$ cat config.mk
export PLATFORM = sky130hd
export DESIGN_NAME = i2s_sample_tx
export DESIGN_NICKNAME = d
export VERILOG_FILES = /design/src/rtl/i2s_sample_tx.sv
export SDC_FILE = /design/constraint.sdc
export NUM_CORES = 1
export LEC_CHECK = 0
export BUFFER_PORTS_ARGS = -buffer_cell sky130_fd_sc_hd__buf_2
export CAP_MARGIN = 10
export CORE_ASPECT_RATIO = 0.8
export CORE_UTILIZATION = 55
export DETAILED_ROUTE_END_ITERATION = 10
export PLACE_DENSITY = 0.72
export SETUP_SLACK_MARGIN = 0.02
export SYNTH_ARGS = -nofsm -noshare
export SYNTH_HDL_FRONTEND = slang
export SYNTH_SLANG_ARGS = --single-unit
export TNS_END_PERCENT = 30
$ cat constraint.sdc
create_clock -name CLK -period 3.3 [get_ports CLK]
set_input_delay 0.165 -clock CLK [delete_from_list [all_inputs] [get_ports CLK]]
set_output_delay 0.165 -clock CLK [all_outputs]
set_load 0.05 [all_outputs]
$ cat src/rtl/i2s_sample_tx.sv
// Mono 16-bit sample FIFO feeding an I2S transmitter (SCLK/LRCLK/SDATA generated from CLK).
// Define I2S_UNDERRUN_HOLD_EN to repeat the last popped sample on underrun instead of sending silence.
module i2s_sample_tx #(
  parameter int unsigned DEPTH    = 16,
  parameter int unsigned SCLK_DIV = 8
) (
  input  logic        CLK,
  input  logic        RESET,
  input  logic        FIFO_WRITE,
  input  logic [15:0] AUDIO_IN,
  output logic        FIFO_FULL,
  output logic [6:0]  LEVEL,
  output logic        SCLK,
  output logic        LRCLK,
  output logic        SDATA,
  output logic        UNDERRUN
);

  localparam int unsigned AW = $clog2(DEPTH);
  localparam int unsigned DW = 8;
  localparam int unsigned LW = 7;
  localparam int unsigned BW = 5;

  logic [15:0]    mem [DEPTH];
  logic [AW-1:0]  wr_ptr;
  logic [AW-1:0]  rd_ptr;
  logic [DW-1:0]  div_cnt;
  logic [BW-1:0]  bit_idx;
  logic [31:0]    frame;

  logic           tick;
  logic           fall;
  logic           fetch;
  logic           wr_ok;
  logic           pop;
  logic [BW-1:0]  bit_next;
  logic [15:0]    fill;
  logic [15:0]    sample;
  logic [LW-1:0]  level_next;

  // Timing and FIFO handshakes for the current cycle
  always_comb begin
    tick       = (div_cnt == DW'(SCLK_DIV - 1));
    fall       = tick && SCLK;
    bit_next   = bit_idx + BW'(1);
    fetch      = fall && (bit_idx == '0);
    wr_ok      = FIFO_WRITE && !FIFO_FULL && !RESET;
    pop        = fetch && (LEVEL != '0);
    sample     = pop ? mem[rd_ptr] : fill;
    level_next = LW'(LEVEL + LW'(wr_ok) - LW'(pop));
  end

`ifdef I2S_UNDERRUN_HOLD_EN
  logic [15:0] held;

  // Last successfully popped sample, replayed when the FIFO runs dry
  always_ff @(posedge CLK) begin
    if (RESET) begin
      held <= '0;
    end else if (pop) begin
      held <= mem[rd_ptr];
    end
  end

  assign fill = held;
`else
  assign fill = 16'h0000;
`endif

  // Sample storage; contents are irrelevant after reset since pointers restart
  always_ff @(posedge CLK) begin
    if (wr_ok) begin
      mem[wr_ptr] <= AUDIO_IN;
    end
  end

  // Bit clock, word select, serializer and FIFO bookkeeping
  always_ff @(posedge CLK) begin
    if (RESET) begin
      div_cnt   <= '0;
      SCLK      <= 1'b0;
      LRCLK     <= 1'b0;
      SDATA     <= 1'b0;
      UNDERRUN  <= 1'b0;
      bit_idx   <= '0;
      frame     <= '0;
      wr_ptr    <= '0;
      rd_ptr    <= '0;
      LEVEL     <= '0;
      FIFO_FULL <= 1'b0;
    end else begin
      div_cnt  <= tick ? '0 : div_cnt + DW'(1);
      UNDERRUN <= fetch && (LEVEL == '0);
      if (tick) begin
        SCLK <= ~SCLK;
      end
      if (fall) begin
        bit_idx <= bit_next;
        LRCLK   <= bit_next[BW-1];
        if (fetch) begin
          frame <= {sample, sample};
          SDATA <= sample[15];
        end else begin
          // One-bit I2S delay: slot bit B carries frame bit (32-B) mod 32
          SDATA <= frame[BW'(0) - bit_next];
        end
      end
      if (wr_ok) begin
        wr_ptr <= wr_ptr + AW'(1);
      end
      if (pop) begin
        rd_ptr <= rd_ptr + AW'(1);
      end
      LEVEL     <= level_next;
      FIFO_FULL <= (level_next == LW'(DEPTH));
    end
  end

endmodule

# After elaboration in Yosys (flattened, before gate mapping)
# Memory sizes are Yosys's and may differ from the RTL's. A register that Yosys moved wholly into a read port is not among the register bits.
# Cells that the tools add are included.
[totals]
ramBits = 256
regBits = 65
word_cells = 44
input_bits = 19
mem_count = 1
out_inout_bits = 12
[classes]
n_bitwise = 1
n_addsub = 7
n_reduce_logical = 13
n_eq_ne = 2
muxes = 8
order_cmp = 1
[memory_table]
columns = ["name", "words", "word_bits", "read_ports", "rd_clocked_by_memory_dff", "write_ports", "line_no", "text"]
rows = [
  ["mem", 16, 16, 1, 1, 1, "24", "logic [15:0] mem [DEPTH];"],
]
[ops]
columns = ["cell", "n"]
rows = [
  ["16-bit 2-to-1 mux", 1],
  ["4-bit by 1-bit adder with 4-bit output (second input constant)", 2],
  ["8-bit by 1-bit adder with 8-bit output (second input constant)", 1],
  ["8-bit by 3-bit equality test with 1-bit output (second input constant)", 1],
  ["4-bit 2-to-1 mux", 2],
  ["7-bit by 1-bit adder with 7-bit output", 1],
  ["7-bit by 5-bit equality test with 1-bit output (second input constant)", 1],
  ["7-bit zero test", 1],
  ["7-bit nonzero test", 1],
  ["7-bit by 1-bit subtractor with 7-bit output", 1],
  ["1-bit logical AND", 6],
  ["5-bit by 6-bit less-than comparator with 1-bit output (second input constant)", 1],
  ["5-bit by 1-bit adder with 5-bit output (second input constant)", 1],
  ["1-bit binary-select mux with 5-bit select", 1],
  ["5-bit zero test", 1],
  ["1-bit by 5-bit subtractor with 5-bit output (first input constant)", 1],
  ["1-bit 2-to-1 mux", 4],
  ["1-bit zero test", 2],
  ["2-bit AND reduction", 1],
  ["2-bit OR reduction", 1],
  ["1-bit NOT", 1],
]

# Logic depth before layout (Yosys ltp)
# Gate-level depths: netlist (run 1).
[depth]
ltp_word = 6
mapped_depth = 15
ltp_nobuf = 15

# Worst setup path before layout (run 1)
# OpenSTA, ideal clock, no wires.
[synth_path]
path_kind = "register -> register"
from = "register LEVEL[2]"
to = "register LEVEL[6]"
path_buffers = 0
slack_ps = 281
setup_ps = 127
stages_incl_launch_ff = 16
arrival_time_ps = 2892
period_less_slack_ps = 3019
t_required_ps = 3173
cell_sequence = "dfxtp_1 > inv_1 > ha_1 > nand2_1 > nor4_1 > nor2_2 > ha_1 > inv_1 > ha_1 > fa_1 > a21oi_1 > o21bai_1 > a21oi_1 > o21bai_1 > xnor2_1 > nor2b_1"
[synth_between]
elab_chain_len = 3
elab_cells_between_ends = 4
cone_classes = "add/sub (2); reduce/logical (2)"
[synth_rtl]
columns = ["item", "line_no", "text"]
rows = [
  ["from (decl)", "12", "output logic [6:0] LEVEL,"],
  ["from (signal assigned)", "114", "LEVEL <= level_next;"],
  ["7-bit nonzero test", "48", "pop = fetch && (LEVEL != '0);"],
  ["1-bit logical AND", "48", ""],
  ["named net pop", "35", "logic pop;"],
  ["7-bit by 1-bit subtractor with 7-bit output", "50", "level_next = LW'(LEVEL + LW'(wr_ok) - LW'(pop));"],
]
# The timed path passes the listed nets, and every way through them passes these cells.
# A chain may end at the register's enable or synchronous reset.

# Final worst setup path (run 1)
[layout_path]
from = "register div_cnt[0]"
to = "register LEVEL[6]"
[layout_between]
elab_chain_len = 5
[layout_rtl]
columns = ["item", "line_no", "text"]
rows = [
  ["from (decl)", "27", "logic [DW-1:0] div_cnt;"],
  ["from (signal assigned)", "92", "div_cnt <= tick ? '0 : div_cnt + DW'(1);"],
  ["8-bit by 3-bit equality test with 1-bit output", "43", "tick = (div_cnt == DW'(SCLK_DIV - 1));"],
  ["1-bit logical AND", "44", "fall = tick && SCLK;"],
  ["1-bit logical AND", "46", "fetch = fall && (bit_idx == '0);"],
  ["1-bit logical AND", "48", ""],
  ["named net pop", "35", ""],
  ["7-bit by 1-bit subtractor with 7-bit output", "50", ""],
]
# The timed path passes the listed nets, and every way through them passes these cells.

==> impl_metrics.env, run 1 <==
export IMPL_min_period_ns=3.04
export IMPL_cts_sinks=308
export IMPL_status="finished clean"
export IMPL_holdWs_ns=0.0125
export IMPL_yosys_register_bits=308
export IMPL_crit_top_cell="ha_1"
export IMPL_wl_per_cell_um=22.8
export IMPL_coreArea_um2=21700
export IMPL_overflow=0
export IMPL_dieWidth_um=169
export IMPL_path_class="flip-flop to flip-flop"
export IMPL_io_buffers=30
export IMPL_drive_above_1_share_pct=21.2
export IMPL_synth_edf_count=256
export IMPL_syn_cell_area_um2=12300
export IMPL_hold_violations=0
export IMPL_dieArea_um2=22900
export IMPL_n_antenna_cell=0
export IMPL_rows=48
export IMPL_cp_slowest_cell="fa_1"
export IMPL_setup_viol=0
export IMPL_path_clk_slew_ns=0.06
export IMPL_drtAntennaViolNets=0
export IMPL_tns_ns=0
export IMPL_yosysUniqueCellTypes=46
export IMPL_final_max_slew_viol_count=0
export IMPL_ios=31
export IMPL_via_count=6007
export IMPL_htree_levels=1
export IMPL_grt_use_total_pct=21.6
export IMPL_worstPathCellList="ha_1 > and4bb_2 > nand4_1 > nor2_2 > ha_1 > inv_1 > ha_1 > fa_1 > a21oi_1 > o21bai_1 > a21oi_1 > o21bai_1 > xnor2_1 > nor2b_1"
export IMPL_busiest_layer="met2"
export IMPL_p_per_area_nw_per_um2=580
export IMPL_arrival_ns=3.51
export IMPL_reg2reg_from="div_cnt[0]"
export IMPL_ir_drop_mv=0.434
export IMPL_rsz0062_at_grt="false"
export IMPL_cts_tree="built"
export IMPL_avgSynthCellArea_um2=19.3
export IMPL_end_kind="flip-flop"
export IMPL_root_buffer="clkbuf_16"
export IMPL_use_met2_pct=35.1
export IMPL_initial_core_util_pct=56.5
export IMPL_grt_max_degree=47
export IMPL_drt_vias_per_instance=5.78
export IMPL_grt_pass1_wl_um=36100
export IMPL_hp_class="input pin to flip-flop"
export IMPL_fin_skew_ns=0.00858
export IMPL_syn_num_nets=675
export IMPL_worstMarginPinSlew_ns=1.10
export IMPL_clock_latency_ns=0.54
export IMPL_syn_to_final_growth_pct=13.6
export IMPL_clock_tree_buffer_depth=3
export IMPL_use_met3_pct=3.04
export IMPL_drv_cap=0
export IMPL_synthCells=638
export IMPL_seq_area_frac_synth_pct=71.1
export IMPL_dp_hpwl_um=14700
export IMPL_final_nets=754
export IMPL_critPathRequiredTime_ns=3.77
export IMPL_drtIter0Drc=632
export IMPL_hold_path_startpoint="AUDIO_IN[12]"
export IMPL_cp_startpoint="div_cnt[0]"
export IMPL_drc=0
export IMPL_wl_um=23700
export IMPL_worstPathMaxFanout=5
export IMPL_finalCritPeriodShare_pct=92.2
export IMPL_finalPower_uw=8100
export IMPL_die_h_um=136
export IMPL_drt_first_pass_iters=5
export IMPL_slowest_delay_ns=0.43
export IMPL_ys_flop_type="edfxtp_1"
export IMPL_async_reset_ff_share_pct=0
export IMPL_p_leak_uw=0.00465
export IMPL_fmax_mhz=329
export IMPL_grt_pass1_vias=6060
export IMPL_grt_use_met1_pct=31.6
export IMPL_antenna_found_initial=0
export IMPL_yosysWarnings=0
export IMPL_gp_congestion=0.841
export IMPL_cts_buffers=29
export IMPL_cp_start_kind="flip-flop"
export IMPL_timing_slew_headroom_pct=26.7
[synthesized netlist by cell type, types with 2 or more instances]
cell | n | share of area, %
clkbuf_1 | 12 | 0.37
mux4_1 | 47 | 10
clkbuf_2 | 2 | 0.081
buf_2 | 4 | 0.16
xnor2_1 | 9 | 0.64
buf_6 | 5 | 0.46
nor2b_1 | 7 | 0.36
o21bai_1 | 4 | 0.24
dfxtp_1 | 52 | 8.5
a21oi_1 | 7 | 0.29
edfxtp_1 | 256 | 63
mux2i_1 | 4 | 0.33
ha_1 | 17 | 1.7
mux4_2 | 36 | 6.6
nand2b_1 | 3 | 0.15
nor2_1 | 43 | 1.3
inv_1 | 13 | 0.40
nand4_1 | 6 | 0.31
and3_1 | 4 | 0.20
nand2_1 | 28 | 0.86
clkinv_1 | 15 | 0.46
o21ai_1 | 15 | 0.61
nor3_1 | 6 | 0.24
nand3_1 | 5 | 0.20
buf_4 | 2 | 0.12
buf_8 | 2 | 0.24
nor3b_1 | 2 | 0.12
xor2_1 | 14 | 1.0
[final timing paths]
path,to,slack (ns),cells past startpoint
min reg2reg,frame[16],0.45,2
min,mem[15][12],0.01,1
max reg2reg,LEVEL[6],0.26,14
max,LEVEL[6],0.26,14
[per-layer routing]
metal,vias up,share of wire [%]
li1,2703,-
met1,3088,44
met2,183,48
met3,33,5.8
met4,0,1.8
met5,-,0
[through the flow]
stage	std cells	worst slack, ns	area [µm²]	utilization (%)
3_3_place_gp	978	0.368	13000	59.6
2_1_floorplan	638	0.281	12300	-
6_report	1039	0.259	14000	64.2
3_5_place_dp	978	0.235	13000	59.6
4_1_cts	1038	0.176	13900	64.1
5_1_grt	1039	0.0610	14000	64.2
[power by group]
group          switching, µW  internal, µW
clock network           1320          1840
logic                    390           223
registers               41.0          4290
[cell families after synthesis]
group / synth area share, %
flip-flops: 71.1
AND/OR/NAND/NOR: 4.38
multiplexers: 17.0
buffers and inverters: 2.43
AO/OA/AOI/OAI: 1.61
XOR/XNOR: 1.64
adder cells (fa/ha/maj): 1.89
[timing repair]
item	CTS	global route
hold buffers	7	0
hold endpoints to repair	94	0
endpoints found under the setup margin	0	2
gates resized for setup	0	3
setup buffers	0	1
[sequential cells by signal, summed over array words and instances (netlist names), 4 cells and up, named ones only]
register / count
rd_ptr: 4
bit_idx: 4
LEVEL: 7
wr_ptr: 4
frame: 16
div_cnt: 8
mem: 256
[worst max-delay path, delay by kind of cell, from the launching register on]
family / cells / cell delay [ns]
flops: 1 / 0.40
xor+xnor: 1 / 0.18
fa+ha+maj: 4 / 1.04
buf+inv: 1 / 0.05
simple gates: 4 / 0.80
compound gates: 4 / 0.50
[area by class of cell]
cell class | count | area (µm²)
repair buffers | 77 | 546
clock buffers | 43 | 808
fillers | 1485 | 7780
multi-input cells | 273 | 3290
clock inverters | 10 | 96.3
well taps | 300 | 375
inverters | 28 | 105
flip-flops and latches | 308 | 8730
[placed cells by master (no fill, tap or decap), types with 9 or more instances in the layout]
cell	n
buf_2	30
buf_4	38
o21ai_1	15
dfxtp_1	49
ha_1	17
mux4_2	36
xnor2_1	9
nor2_1	43
edfxtp_1	256
clkinv_1	20
nand2_1	28
clkbuf_1	11
mux4_1	47
xor2_1	14
inv_1	13
clkbuf_16	29
(Power assumes the default switching activity.)
==> inputs of run 2 (changes only) <==
- CORE_UTILIZATION: 55 -> 25
- PLACE_DENSITY: 0.72 -> unset
- SKIP_CTS_REPAIR_TIMING: unset -> 1
==> run 2 against run 1 <==
Effect of this change: maximum frequency rose by 3.9%; cell count rose by 31%; worst setup slack improved by 0.11 ns; total power rose by 3.5%; die area rose by 120%; global-route usage fell by 12 points; critical path depth rose by 1; largest power group unchanged; first-iteration DRC count fell by 38%.
==> impl_metrics.env, run 2 (synthesis results as in run 1) <==
export IMPL_swShare_pct=22.0
export IMPL_via_count=5989
export IMPL_clock_tree_buffer_depth=3
export IMPL_root_buffer="clkbuf_16"
export IMPL_drtAntennaViolNets=0
export IMPL_p_per_area_nw_per_um2=582
export IMPL_crit_top_cell="ha_1"
export IMPL_p_sw_uw=1840
export IMPL_cp_start_kind="flip-flop"
export IMPL_cp_slowest_cell="fa_1"
export IMPL_cts_sinks=308
export IMPL_holdWs_ns=0.000182
export IMPL_path_class="flip-flop to flip-flop"
export IMPL_fmax_mhz=342
export IMPL_drive_above_1_share_pct=21.8
export IMPL_cts_tree="built"
export IMPL_drc=0
export IMPL_wl_per_cell_um=18.7
export IMPL_drtIter0Drc=389
export IMPL_dp_hpwl_um=15100
export IMPL_dieArea_um2=50000
export IMPL_final_common_cell="edfxtp_1"
export IMPL_rows=72
export IMPL_grt_max_degree=65
export IMPL_largestRegisters="mem: 256 flops, frame: 16 flops, div_cnt: 8 flops"
export IMPL_path_clk_slew_ns=0.06
export IMPL_grt_pass1_wl_um=38400
export IMPL_hold_violations=0
export IMPL_pre_cts_slack_ns=0.256
export IMPL_drv_cap=0
export IMPL_seqCellArea_um2=8730
export IMPL_arrival_ns=3.42
export IMPL_coreArea_um2=48400
export IMPL_slowest_delay_ns=0.44
export IMPL_clock_latency_ns=0.55
export IMPL_pwr_share_seq_pct=51.7
export IMPL_antenna_found_initial=1
export IMPL_rsz0062_at_grt="false"
export IMPL_grt_use_total_pct=10.1
export IMPL_finalCritPeriodShare_pct=88.7
export IMPL_drt_vias_per_instance=4.40
export IMPL_htree_levels=1
export IMPL_power_frac_comb_pct=7.4
export IMPL_multi_input_area_um2=3320
export IMPL_critPathRequiredTime_ns=3.79
export IMPL_status="finished clean"
export IMPL_largest_reg_flops=256
export IMPL_setup_viol=0
export IMPL_worstMarginPinSlew_ns=1.15
export IMPL_ir_drop_mv=0.425
export IMPL_ios=31
export IMPL_final_nets=743
export IMPL_syn_to_final_growth_pct=17.2
export IMPL_tns_ns=0
export IMPL_timing_slew_headroom_pct=23.3
export IMPL_die_h_um=200
export IMPL_placed_area_um2=13300
export IMPL_cell_internal_pwr_uw=6540
export IMPL_drt_first_pass_iters=4
export IMPL_wl_um=25400
export IMPL_fin_skew_ns=0.0217
export IMPL_io_buffers=30
export IMPL_cts_buffers=31
export IMPL_cp_top_family="adder cells"
export IMPL_largest_register="mem"
export IMPL_postLayoutCoreUtil_pct=29.8
export IMPL_hp_class="input pin to flip-flop"
export IMPL_final_cell_area_um2=14400
export IMPL_end_kind="flip-flop"
export IMPL_fillers=4650
export IMPL_final_max_slew_viol_count=0
export IMPL_critPathBufInv=2
export IMPL_worstPathCellList="inv_1 > ha_1 > nor4b_4 > nand4_1 > nor2_2 > ha_1 > inv_1 > ha_1 > fa_1 > a21oi_1 > o21bai_1 > a21oi_1 > o21bai_1 > xnor2_1 > nor2b_1"
export IMPL_dieWidth_um=250
export IMPL_layout_setup_ws_ns=0.373
export IMPL_initial_core_util_pct=25.4
export IMPL_grt_pass1_vias=6100
export IMPL_overflow=0
export IMPL_layout_common_cells="edfxtp_1, dfxtp_1, mux4_1"
export IMPL_min_period_ns=2.93
export IMPL_p_clk_share_pct=40.9
export IMPL_worstPathMaxFanout=7
export IMPL_gp_congestion=0.722
export IMPL_p_leak_uw=0.00462
-- run 2: path summary, 6_finish.rpt --
check | from | endpoint | slack (ns) | cells after the start
max | bit_idx[0] | LEVEL[6] | 0.37 | 15
min | AUDIO_IN[5] | mem[15][5] | 0.0002 | 1
max reg2reg | bit_idx[0] | LEVEL[6] | 0.37 | 15
min reg2reg | frame[30] | frame[30] | 0.45 | 2
-- run 2: stage by stage --
| step | std cells | power, µW |
|---|---|---|
| after floorplan | 638 | 4820 |
| after global placement | 1296 | 5010 |
| after detailed placement | 1296 | 5020 |
| after CTS | 1353 | 8440 |
| after global routing | 1359 | 8650 |
| final | 1360 | 8380 |
-- run 2: layer usage --
metal | track usage (%) | vias up | wire length (µm)
met5 | 0 | - | 0
met4 | 1.90 | 0 | 364
met3 | 1.81 | 30 | 1180
met2 | 16.1 | 120 | 11700
met1 | 14.3 | 3148 | 12100
li1 | - | 2691 | -
-- run 2: area by class of cell --
class / count / area share, %
clock buffers: 38 / 5.57
flip-flops and latches: 308 / 60.7
inverters: 28 / 0.730
repair buffers: 64 / 3.18
well taps: 629 / 5.47
diodes: 1 / 0.0174
clock inverters: 19 / 1.30
multi-input cells: 273 / 23.1
-- run 2: power groups by stage --
stage | Clock [µW] | Sequential [µW] | Combinational, µW
after detailed placement | 0 | 4410 | 609
after global routing | 3640 | 4340 | 675
final | 3430 | 4330 | 619
after CTS | 3500 | 4330 | 613
after global placement | 0 | 4410 | 598
after floorplan | 0 | 4500 | 320
